$ cat config.mk
export PLATFORM = sky130hd
export DESIGN_NAME = keypad_scanner
export DESIGN_NICKNAME = d
export VERILOG_FILES = /design/src/rtl/keypad_scanner.sv
export SDC_FILE = /design/constraint.sdc
export NUM_CORES = 1
export LEC_CHECK = 0
export ABC_AREA = 1
export BUFFER_PORTS_ARGS = -buffer_cell sky130_fd_sc_hd__buf_2
export CORE_ASPECT_RATIO = 0.75
export CORE_UTILIZATION = 60
export DETAILED_ROUTE_END_ITERATION = 12
export HOLD_SLACK_MARGIN = 0.1
export PLACE_DENSITY = 0.79
export REMOVE_ABC_BUFFERS = 1
export SYNTH_ARGS = -nofsm -noshare
export SYNTH_HDL_FRONTEND = slang
export SYNTH_SLANG_ARGS = --single-unit
export TNS_END_PERCENT = 100
$ cat constraint.sdc
create_clock -name clk -period 4 [get_ports clk]
set_clock_uncertainty 0.15 [all_clocks]
set_input_delay 0.8 -clock clk [delete_from_list [all_inputs] [get_ports clk]]
set_output_delay 0.8 -clock clk [all_outputs]
set_load 0.05 [all_outputs]
$ cat src/rtl/keypad_scanner.sv
// 4x4 matrix keypad scanner: walks an active-low row, samples synchronized columns,
// classifies each 4-row frame and debounces presses/releases over whole frames.
module keypad_scanner #(
  parameter int SCAN_DIV     = 50000,
  parameter int DEBOUNCE_CNT = 4
) (
  input  logic       clk,
  input  logic       rst_n,
  input  logic [3:0] col_in,
  output logic [3:0] row_out,
  output logic [3:0] key_code,
  output logic       key_valid,
  output logic       key_held
);

  localparam int             SW        = (SCAN_DIV > 1) ? $clog2(SCAN_DIV) : 1;
  localparam logic [SW-1:0]  SLOT_LAST = SW'(SCAN_DIV - 1);
  localparam logic [3:0]     DB_LAST   = 4'(DEBOUNCE_CNT);

  typedef enum logic [1:0] {IDLE, DB_PRESS, PRESSED, DB_REL} state_t;

  state_t        state, state_d;
  logic [3:0]    cnt, cnt_d;
  logic [3:0]    cand, cand_d;
  logic [3:0]    col_meta, col_sync;
  logic [SW-1:0] slot;
  logic [1:0]    row;
  logic          sample, frame_end;
  logic [1:0]    hits;
  logic [3:0]    hit_code;
  logic [2:0]    row_cnt, sum;
  logic [1:0]    row_col;
  logic          f_none, f_single;
  logic [3:0]    f_code;
  logic          valid_d;
  logic [3:0]    code_d;

  always_ff @(posedge clk or negedge rst_n) begin
    if (!rst_n) begin
      col_meta <= 4'b1111;
      col_sync <= 4'b1111;
    end else begin
      col_meta <= col_in;
      col_sync <= col_meta;
    end
  end

  always_ff @(posedge clk or negedge rst_n) begin
    if (!rst_n) begin
      slot <= '0;
      row  <= 2'd0;
    end else if (slot == SLOT_LAST) begin
      slot <= '0;
      row  <= row + 2'd1;
    end else begin
      slot <= slot + SW'(1);
    end
  end

  assign row_out   = ~(4'b0001 << row);
  assign sample    = (slot == SLOT_LAST);
  assign frame_end = sample && (row == 2'd3);

  // Per-row low-bit count; the frame total saturates at 2 since only "many" matters.
  always_comb begin
    row_cnt = 3'd0;
    row_col = 2'd0;
    for (int c = 0; c < 4; c++) begin
      if (!col_sync[c]) begin
        row_cnt = row_cnt + 3'd1;
        row_col = 2'(c);
      end
    end
    sum      = {1'b0, hits} + row_cnt;
    f_none   = (sum == 3'd0);
    f_single = (sum == 3'd1);
    f_code   = (row_cnt == 3'd1) ? {row, row_col} : hit_code;
  end

  always_ff @(posedge clk or negedge rst_n) begin
    if (!rst_n) begin
      hits     <= 2'd0;
      hit_code <= 4'd0;
    end else if (sample) begin
      if (frame_end) begin
        hits <= 2'd0;
      end else begin
        hits <= (sum >= 3'd2) ? 2'd2 : sum[1:0];
        if (row_cnt == 3'd1 && hits == 2'd0) hit_code <= {row, row_col};
      end
    end
  end

  always_ff @(posedge clk or negedge rst_n) begin
    if (!rst_n) begin
      state <= IDLE;
      cnt   <= 4'd0;
      cand  <= 4'd0;
    end else begin
      state <= state_d;
      cnt   <= cnt_d;
      cand  <= cand_d;
    end
  end

  always_comb begin
    state_d = state;
    cnt_d   = cnt;
    cand_d  = cand;
    if (frame_end) begin
      unique case (state)
        IDLE: begin
          if (f_single) begin
            cand_d = f_code;
            if (DB_LAST == 4'd1) begin
              state_d = PRESSED;
              cnt_d   = 4'd0;
            end else begin
              state_d = DB_PRESS;
              cnt_d   = 4'd1;
            end
          end
        end
        DB_PRESS: begin
          if (f_single && f_code == cand) begin
            if (cnt + 4'd1 == DB_LAST) begin
              state_d = PRESSED;
              cnt_d   = 4'd0;
            end else begin
              cnt_d = cnt + 4'd1;
            end
          end else begin
            state_d = IDLE;
            cnt_d   = 4'd0;
          end
        end
        PRESSED: begin
          if (f_none) begin
            if (DB_LAST == 4'd1) begin
              state_d = IDLE;
              cnt_d   = 4'd0;
            end else begin
              state_d = DB_REL;
              cnt_d   = 4'd1;
            end
          end
        end
        DB_REL: begin
          if (f_none) begin
            if (cnt + 4'd1 == DB_LAST) begin
              state_d = IDLE;
              cnt_d   = 4'd0;
            end else begin
              cnt_d = cnt + 4'd1;
            end
          end else begin
            state_d = PRESSED;
            cnt_d   = 4'd0;
          end
        end
      endcase
    end
  end

  // A pulse is produced only on the transition into PRESSED from the press side.
  always_comb begin
    key_held = (state == PRESSED) || (state == DB_REL);
    valid_d  = frame_end && (state_d == PRESSED) &&
               ((state == IDLE) || (state == DB_PRESS));
    code_d   = valid_d ? cand_d : key_code;
  end

  always_ff @(posedge clk or negedge rst_n) begin
    if (!rst_n) begin
      key_valid <= 1'b0;
      key_code  <= 4'd0;
    end else begin
      key_valid <= valid_d;
      key_code  <= code_d;
    end
  end

endmodule

==> results of run 1 <==
## how the worst max path moves through the flow
stage	startpoint	end	slack (ns)	cells after the start
floorplan	col_sync[1]	key_code[0]	0.53	20
global placement	col_sync[1]	key_code[3]	0.40	20
detailed placement	col_sync[1]	key_code[0]	0.32	20
CTS	col_sync[1]	key_code[0]	0.30	20
global route	col_sync[1]	key_code[0]	0.03	21
finish	col_sync[1]	cnt[0]	0.29	19
## cell type report
type	instances	area (µm²)
multi-input cells	219	1310
fillers	338	1250
flip-flops and latches	47	1190
inverters	54	205
clock buffers	7	76.3
repair buffers	15	75.1
well taps	55	68.8
clock inverters	1	5.00
## report_power, final
group | internal (W) | leakage [nW] | total [W] | switching, W
logic | 0.0000265 | 0.801 | 0.0000869 | 0.0000604
registers | 0.000482 | 0.615 | 0.000485 | 0.00000329
clock network | 0.000123 | 0.0422 | 0.000272 | 0.000149
## logic make-up after synthesis
logic type                 count (synthesis)
buffers and inverters                     56
AOI/OAI and AO/OA                         36
xor gates and xnor gates                   5
muxes                                      1
and+or+nand+nor                          166
DFF                                       47
adders and majority gates                 11
## layout by cell type, fill, tap and decap left out, drive strengths merged, types with 5 or more instances in the layout
cell type	synthesis	final
nand2	87	87
inv	54	54
dfrtp	39	39
nor2	28	28
nand3	25	25
o21ai	20	20
buf	1	15
nand4	13	13
ha	10	10
a21oi	10	10
dfstp	8	8
nor3	7	7
clkbuf	1	7
xor2	5	5
## synth_stat cells, types with 3 or more instances
master                     n
sky130_fd_sc_hd__nand2_1  69
sky130_fd_sc_hd__inv_1    45
sky130_fd_sc_hd__dfrtp_1  39
sky130_fd_sc_hd__nor2_1   24
sky130_fd_sc_hd__o21ai_0  18
sky130_fd_sc_hd__nand3_1  17
sky130_fd_sc_hd__nand2_2  14
sky130_fd_sc_hd__nand4_1  13
sky130_fd_sc_hd__ha_1     10
sky130_fd_sc_hd__a21oi_1   8
sky130_fd_sc_hd__dfstp_2   8
sky130_fd_sc_hd__inv_2     8
sky130_fd_sc_hd__nand3_2   6
sky130_fd_sc_hd__nor3_1    5
sky130_fd_sc_hd__xor2_1    5
sky130_fd_sc_hd__nand2_4   3
sky130_fd_sc_hd__nor4_1    3
## worst register-to-register path, cell delays in order (launching register included)
cell and delay (ns):
sky130_fd_sc_hd__dfstp_2 0.54, sky130_fd_sc_hd__inv_1 0.04, sky130_fd_sc_hd__ha_1 0.34, sky130_fd_sc_hd__inv_1 0.08
sky130_fd_sc_hd__nand2_1 0.09, sky130_fd_sc_hd__nand2_1 0.06, sky130_fd_sc_hd__ha_1 0.27, sky130_fd_sc_hd__or2_1 0.24
sky130_fd_sc_hd__nand2_4 0.13, sky130_fd_sc_hd__inv_1 0.07, sky130_fd_sc_hd__fa_1 0.46, sky130_fd_sc_hd__a21oi_2 0.12
sky130_fd_sc_hd__o21ai_2 0.09, sky130_fd_sc_hd__nor2_2 0.13, sky130_fd_sc_hd__inv_2 0.08, sky130_fd_sc_hd__a21oi_1 0.29
sky130_fd_sc_hd__nand2_1 0.16, sky130_fd_sc_hd__a31oi_1 0.17, sky130_fd_sc_hd__nand2_1 0.08, sky130_fd_sc_hd__nand2_1 0.06
## flip-flops by register name, indices dropped and copies added, names as in the netlist
signal and count:
cand 4, cnt 4, col_meta 4, col_sync 4, hit_code 4, hits 2
key_code 4, key_valid 1, row 2, slot 16, state 2
## metal layers
metal  wire (µm)  part of all wire
met1        2400              0.48
met2        2360              0.47
met3         166             0.033
met4          97             0.019
met5           0                 0
## metrics by stage
step	cell area (µm²)	power (W)	hold WS [ns]	util	setup slack [ns]
2_1_floorplan	2700	0.000559	0.195	-	0.530
3_3_place_gp	2850	0.000580	0.196	0.681	0.397
3_5_place_dp	2850	0.000582	0.199	0.681	0.317
4_1_cts	2930	0.000855	0.211	0.700	0.297
5_1_grt	2930	0.000888	0.213	0.701	0.0275
6_report	2930	0.000844	0.208	0.701	0.290
## timing repair
item,4_1_cts,5_1_grt
setup endpoints to repair,0,1
resized for setup,0,1
hold endpoints to repair,0,0
==> results.md, run 1 <==
- The run finished with clean final reports.
- TritonCTS built the clock tree.
- After global routing the overflow that remains totals 0.
- Clock tree synthesis inserted a total of 5 buffers.
- The share of synthesized area in the top cell type comes to 0.360.
- The post-layout minimum cycle time is 3.71 ns.
- Of all flip-flops after synthesis, the portion carrying an async set or reset was 1.00.
- The max-slew headroom at the worst pin is 0.329.
- The launching element type of the critical path is a flip-flop.
- Setup repair after global routing left no endpoint under its margin.
- For this run, the leading register cell type out of synthesis is sky130_fd_sc_hd__dfrtp_1.
- In this run the standard cell core region covers 4180 µm².
- In the global route stage, overall resource usage came out at 0.242.
- Grouping stages by cell kind, the critical path spends the most delay in adder cells.
- The length of the first detailed-routing pass in iterations is 5.
- The largest single stage delay on the critical path is 0.54 ns.
- The initial standard-cell utilization of the core is 0.649.
- The area of the die is 4790 µm².
- The worst hold path begins at col_meta[2].
- The repair_antennas step left the layout with diodes totalling 0.
- The proportion of layout cells with a drive suffix above 1 is 0.224.
- The number of global-route vias before repair is 1,978.
- The first global-routing pass estimated 8710 µm of wire.
- After the last flow step, the layout net total stands at 359.
- For met2 alone, demand over resource in global routing was 0.389.
- Hold repair after CTS inserted 0 buffers.
- The compound-cell area share of the yosys netlist is 0.0789.
- The HPWL after detailed placement is 3760 µm.
- The number of synthesized flops with an enable pin is 0.
- For flop-to-flop paths, the worst setup slack is 0.29 ns.
- The maximum frequency from static timing analysis is 270 MHz.
- The xor and xnor fraction of the mapped netlist area is 0.0162.
- Using the TritonRoute via totals, the vias-per-cell ratio works out to 5.34.
- The worst setup path is of the flip-flop to flip-flop kind.
- After synthesis, the cell types taking the most area are sky130_fd_sc_hd__dfrtp_1, sky130_fd_sc_hd__nand2_1, sky130_fd_sc_hd__dfstp_2.
- In this run, the number of DRC markers left after iteration 0 of detailed routing was 111.
- Along the worst hold path, the cell count comes to 0.
- Across the run, the number of max-cap violations was 0.
- The max-slew violation count is 0.
- The adder-cell area share of the yosys netlist is 0.0536.
- The path with the worst hold slack has its endpoint at col_sync[2].
- For this run, the number of standard cells in the final layout without fillers is 398.
- The met3 track demand over resource is 0.0504.
- Dividing total power by cell area gives a power density of 288 nW/µm².
- The startpoint of the most critical register-to-register path is col_sync[1].
- The mux contribution to synthesized area is 0.00416.
- The width of the die is 79.6 µm.
- The number of standard-cell rows in the floorplan is 20.
- Counting both buffers and inverters, the worst setup path holds a total of 4.
- Dividing the final minimum period by the clock period gives 0.927.
- The total of warnings raised by yosys is 0.
- Pin placement for this block handled 16 I/O pins.
- The count of endpoints failing hold in the final timing report is 0.
- The worst hold path belongs to the class flip-flop to flip-flop.
- The number of vias after detailed routing is 2,125.
- The buffer depth of the longest clock path is 2.
- Of the total synthesized cell area, the portion taken by AND, OR, NAND and NOR gates is 0.331.
- The routed wire length is 5020 µm.
- Setup violations remaining at the end of the flow were counted as 0.
- At the end of routability-driven placement, the weighted congestion stood at 0.899.
- The H-tree was split into 2 levels.
- The most heavily used metal layer in global routing is met2.
- Buffers placed on the I/O ports in this run total 15.
- The most frequent cell on the critical path is sky130_fd_sc_hd__nand2_1.
- IR analysis of the VDD net gives a maximum drop of 0.210 mV.
- The die height is 60.2 µm.
- The worst setup path is captured at a flip-flop.
- The root buffer cell chosen for the clock tree is sky130_fd_sc_hd__clkbuf_8.
- The final routed wire length divided by cell count is 12.6 µm.
- For the final routed database, the setup TNS stands at 0 ns.
- The instance count of the mapped netlist is 322.
- Buffers added to address setup during post-CTS repair amount to 0.
- Entering global routing, the biggest net connects 48 pins.
- The clock latency reported for the late side of the worst-skew pair is 0.30 ns.
- The cell taking the most area after synthesis is sky130_fd_sc_hd__dfrtp_1.
- In this run, synthesis produced a sequential element count of 47.
- In this run, placement finished with an instance count of 390.
- The area growth from synthesis to layout is 8.08%.
- The worst-path maximum fanout is 5.
- In this run the remaining antenna-violating nets after routing total 0.
- The initial antenna violation count came to 0.
- The total standard cell area after synthesis is 2710 µm².
- The DRC violation count after routing is 0.
- The met1 demand-to-capacity share in global routing is 0.318.
- The endpoint identified for the worst register-to-register timing path is cnt[0].
- The worst-path cell with the longest stage delay is sky130_fd_sc_hd__dfstp_2.
- At the worst endpoint, the arrival time is 3.80 ns.
- The number of clock sinks seen by CTS is 47.
- In this run the static leakage power is 1.46 nW.
- After synthesis, the largest family of logic cells by area is simple AND/OR/NAND/NOR gates.
- For the pin with the worst max-slew slack, the measured transition is 1.01 ns.
- Traced cell by cell, the critical path runs through inv_1 > ha_1 > inv_1 > nand2_1 > nand2_1 > ha_1 > or2_1 > nand2_4 > inv_1 > fa_1 > a21oi_2 > o21ai_2 > nor2_2 > inv_2 > a21oi_1 > nand2_1 > a31oi_1 > nand2_1 > nand2_1.
- The share of the Yosys chip area taken by registers is 0.438.
- The mean area per synthesized cell is 8.42 µm².
- The count of different cell masters after synthesis is 40.
- After clock tree synthesis, the clock-pin slew on the worst setup and hold paths is 0.08 ns.
- The number of cells on the worst reg-to-reg path is 19.
- For the worst setup path, the data required time is 4.09 ns.
Power figures use the tool's default switching activity.
==> inputs of run 2 (changes only) <==
CAP_MARGIN = 15   (was not set)
clock period = 3.8 ns   (was 4 ns; I/O delays follow)
==> run 2 against run 1 <==
  * Critical path depth increased by 1
  * Flip-flop and latch count unchanged
  * Utilization rose by 1.3 points
  * Clock-buffer cell count did not move
  * Global-route usage decreased by 0.49 points
  * Critical path type unchanged
  * Critical endpoint is now key_code[1]
  * Largest cell class unchanged
  * Largest power group unchanged
==> results.md, run 2 (synthesis results as in run 1) <==
- The power density relative to cell area is 300 nW/µm².
- The core box area is 4180 µm².
- Once detailed placement completed, the half-perimeter wirelength came to 3800 µm.
- The worst register-to-register path ends at key_code[1].
- Adding up every negative setup slack in the final design gives 0 ns.
- The clock tree synthesis step divided the H-tree into 2 levels.
- Counting cells, the worst reg-to-reg path comes to 20.
- The initial antenna violation count is 0.
- The fill cell instance count of the final layout is 335.
- The first detailed-routing pass took 4 iterations.
- The number of diodes is 0.
- The clock tree root driver cell is sky130_fd_sc_hd__clkbuf_8.
- Summed over all layers, the global routing overflow is 0.
- The category of the critical setup timing path is flip-flop to flip-flop.
- The clock latency reported for the late side of the worst-skew pair is 0.29 ns.
- The number of global-route vias before repair was 2,022.
- The leakage power is 1.47 nW.
- The startpoint identified for the worst register-to-register timing path is col_sync[1].
- Counting I/O delays and the setup requirement, the final critical path takes 3.59 ns.
- The maximum frequency from static timing analysis is 279 MHz.
- The detail route stage leaves a number of antenna-violating nets equal to 0.
- The buffer depth of the longest clock path is 2.
- In the global route stage, overall resource usage came out at 0.238.
- Buffers placed on the I/O ports in this run total 15.
- In the routed design, unresolved DRC markers number 0.
- For this run, the share of the core covered by cells in the final layout is 0.714.
- The slew at the pin closest to its max-slew limit is 0.994 ns.
- In this run the register-to-register setup slack is 0.21 ns.
- slot holds more flip-flops than any other register.
- Across the VDD grid, the largest voltage drop is 0.291 mV.
- The floorplan step set the die height to 60.2 µm.
- The run finished with clean final reports.
- The most frequent standard cell in the layout excluding fill and tap cells is sky130_fd_sc_hd__nand2_1.
- The I/O pin count is 16.
- The maximum number of pins on one net before global-route repair is 48.
- Max-cap violations in this run came to 0.
- The area growth from synthesis to layout is 10.2%.
- The start point of the worst min-delay path is col_meta[2].
- In this run the worst path has a maximum fanout of 6.
- Detailed routing inserted a total of 2,106 vias.
- The hold path endpoint is col_sync[2].
- TritonCTS built the clock tree.
- The max-slew headroom at the worst pin is 0.337.
- Along the worst hold path, the cell count comes to 0.
- The count of endpoints failing hold in the final timing report is 0.
- The worst setup path is captured at a flip-flop.
- The worst setup path is launched from a flip-flop.
- The top cell types in the final layout, fill and taps aside, are sky130_fd_sc_hd__nand2_1, sky130_fd_sc_hd__inv_1, sky130_fd_sc_hd__dfrtp_1, sky130_fd_sc_hd__nor2_1, sky130_fd_sc_hd__nand2_2.
- The number of standard-cell rows in the floorplan is 20.
- The floorplan step defined a die boundary enclosing 4790 µm².
- The arrival time reported for the critical path endpoint is 3.63 ns.
- The TritonCTS buffer count is 5.
- After the first detailed-routing iteration, the DRC count stood at 71.
- The initial standard-cell utilization of the core is 0.649.
- Clock tree synthesis found a total of 47 sinks.
- The clock input transition at the sequential cells of the worst setup and hold paths is 0.08 ns.
- The max-slew violation count was 0.
- Using the TritonRoute via totals, the vias-per-cell ratio works out to 5.24.
- The total of hold buffers inserted after clock tree synthesis is 0.
- After detailed routing, the average wire length per cell comes to 12.5 µm.
- In the final design database the tool counted 363 nets.
- The required time of the worst setup path is 3.84 ns.
- The first global-routing pass estimated 8560 µm of wire.
- The proportion of layout cells with a drive suffix above 1 is 0.262.
- The setup violation total in the final timing report is 0.
- The die is 79.6 µm wide.
- The routability congestion estimate is 0.899.
- The type of the worst min-delay path is flip-flop to flip-flop.
- The register with the most flip-flops in the layout has 16 of them.
- The routed wire length is 5020 µm.
- In the finished design, the share of the clock period the worst path needs comes to 0.945.
[run 2: area by class of cell]
type                            instances  area (µm²)  area share
Multi-Input combinational cell        219        1340       0.448
Tap cell                               55        68.8      0.0231
Clock buffer                            7        76.3      0.0256
Sequential cell                        47        1190       0.397
Timing Repair Buffer                   19         105      0.0352
Inverter                               54         205      0.0687
Clock inverter                          1        5.00     0.00168
[run 2: per-layer routing]
| layer | up-vias | GRT usage | wire, µm |
|---|---|---|---|
| met2 | 27 | 0.393 | 2440 |
| li1 | 1094 | - | - |
| met5 | - | 0 | 0 |
| met4 | 0 | 0.0961 | 69 |
| met3 | 7 | 0.0489 | 136 |
| met1 | 978 | 0.308 | 2380 |
[run 2: stage by stage]
step	area [µm²]	instances	setup WS (ns)	hold slack [ns]	total power, W
3_3_place_gp	2850	390	0.197	0.196	0.000610
2_1_floorplan	2700	320	0.330	0.195	0.000588
6_report	2990	402	0.210	0.208	0.000895
3_5_place_dp	2850	390	0.107	0.199	0.000613
4_1_cts	2930	398	0.0946	0.211	0.000895
5_1_grt	2990	402	-0.00228	0.212	0.000938
[run 2: timing repair]
item,CTS,global route
buffers inserted,0,4
setup endpoints to repair,0,9
resized for setup,0,11
[run 2: critical path: stages (launching register included)]
cell and delay, ns:
sky130_fd_sc_hd__dfstp_2 0.55, sky130_fd_sc_hd__inv_2 0.05, sky130_fd_sc_hd__ha_4 0.28, sky130_fd_sc_hd__inv_2 0.05, sky130_fd_sc_hd__nand2_2 0.07, sky130_fd_sc_hd__nand2_1 0.05, sky130_fd_sc_hd__ha_1 0.27, sky130_fd_sc_hd__or2_1 0.26
sky130_fd_sc_hd__nand2_4 0.09, sky130_fd_sc_hd__inv_2 0.04, sky130_fd_sc_hd__fa_1 0.44, sky130_fd_sc_hd__a21oi_2 0.12, sky130_fd_sc_hd__o21ai_2 0.09, sky130_fd_sc_hd__nor2_2 0.16, sky130_fd_sc_hd__nand2_2 0.08, sky130_fd_sc_hd__nor2_4 0.13
sky130_fd_sc_hd__nand3_2 0.09, sky130_fd_sc_hd__a21oi_4 0.25, sky130_fd_sc_hd__nand3_4 0.14, sky130_fd_sc_hd__nand2_2 0.09, sky130_fd_sc_hd__nand2_1 0.04
[run 2: worst max path at each step]
stage / startpoint / slack, ns / end / depth (start not counted)
final: col_sync[1] / 0.21 / key_code[1] / 20
after global placement: col_sync[1] / 0.20 / key_code[3] / 20
after detailed placement: col_sync[1] / 0.11 / key_code[1] / 20
after CTS: col_sync[1] / 0.09 / key_code[0] / 20
after floorplan: col_sync[1] / 0.33 / key_code[0] / 20
after global routing: col_sync[1] / -0.002 / key_code[1] / 20
[run 2: report_power, final]
| group | total, W | internal, W | switching (W) |
|---|---|---|---|
| Combinational | 0.000102 | 0.0000354 | 0.0000663 |
| Sequential | 0.000512 | 0.000508 | 0.00000391 |
| Clock | 0.000282 | 0.000129 | 0.000152 |
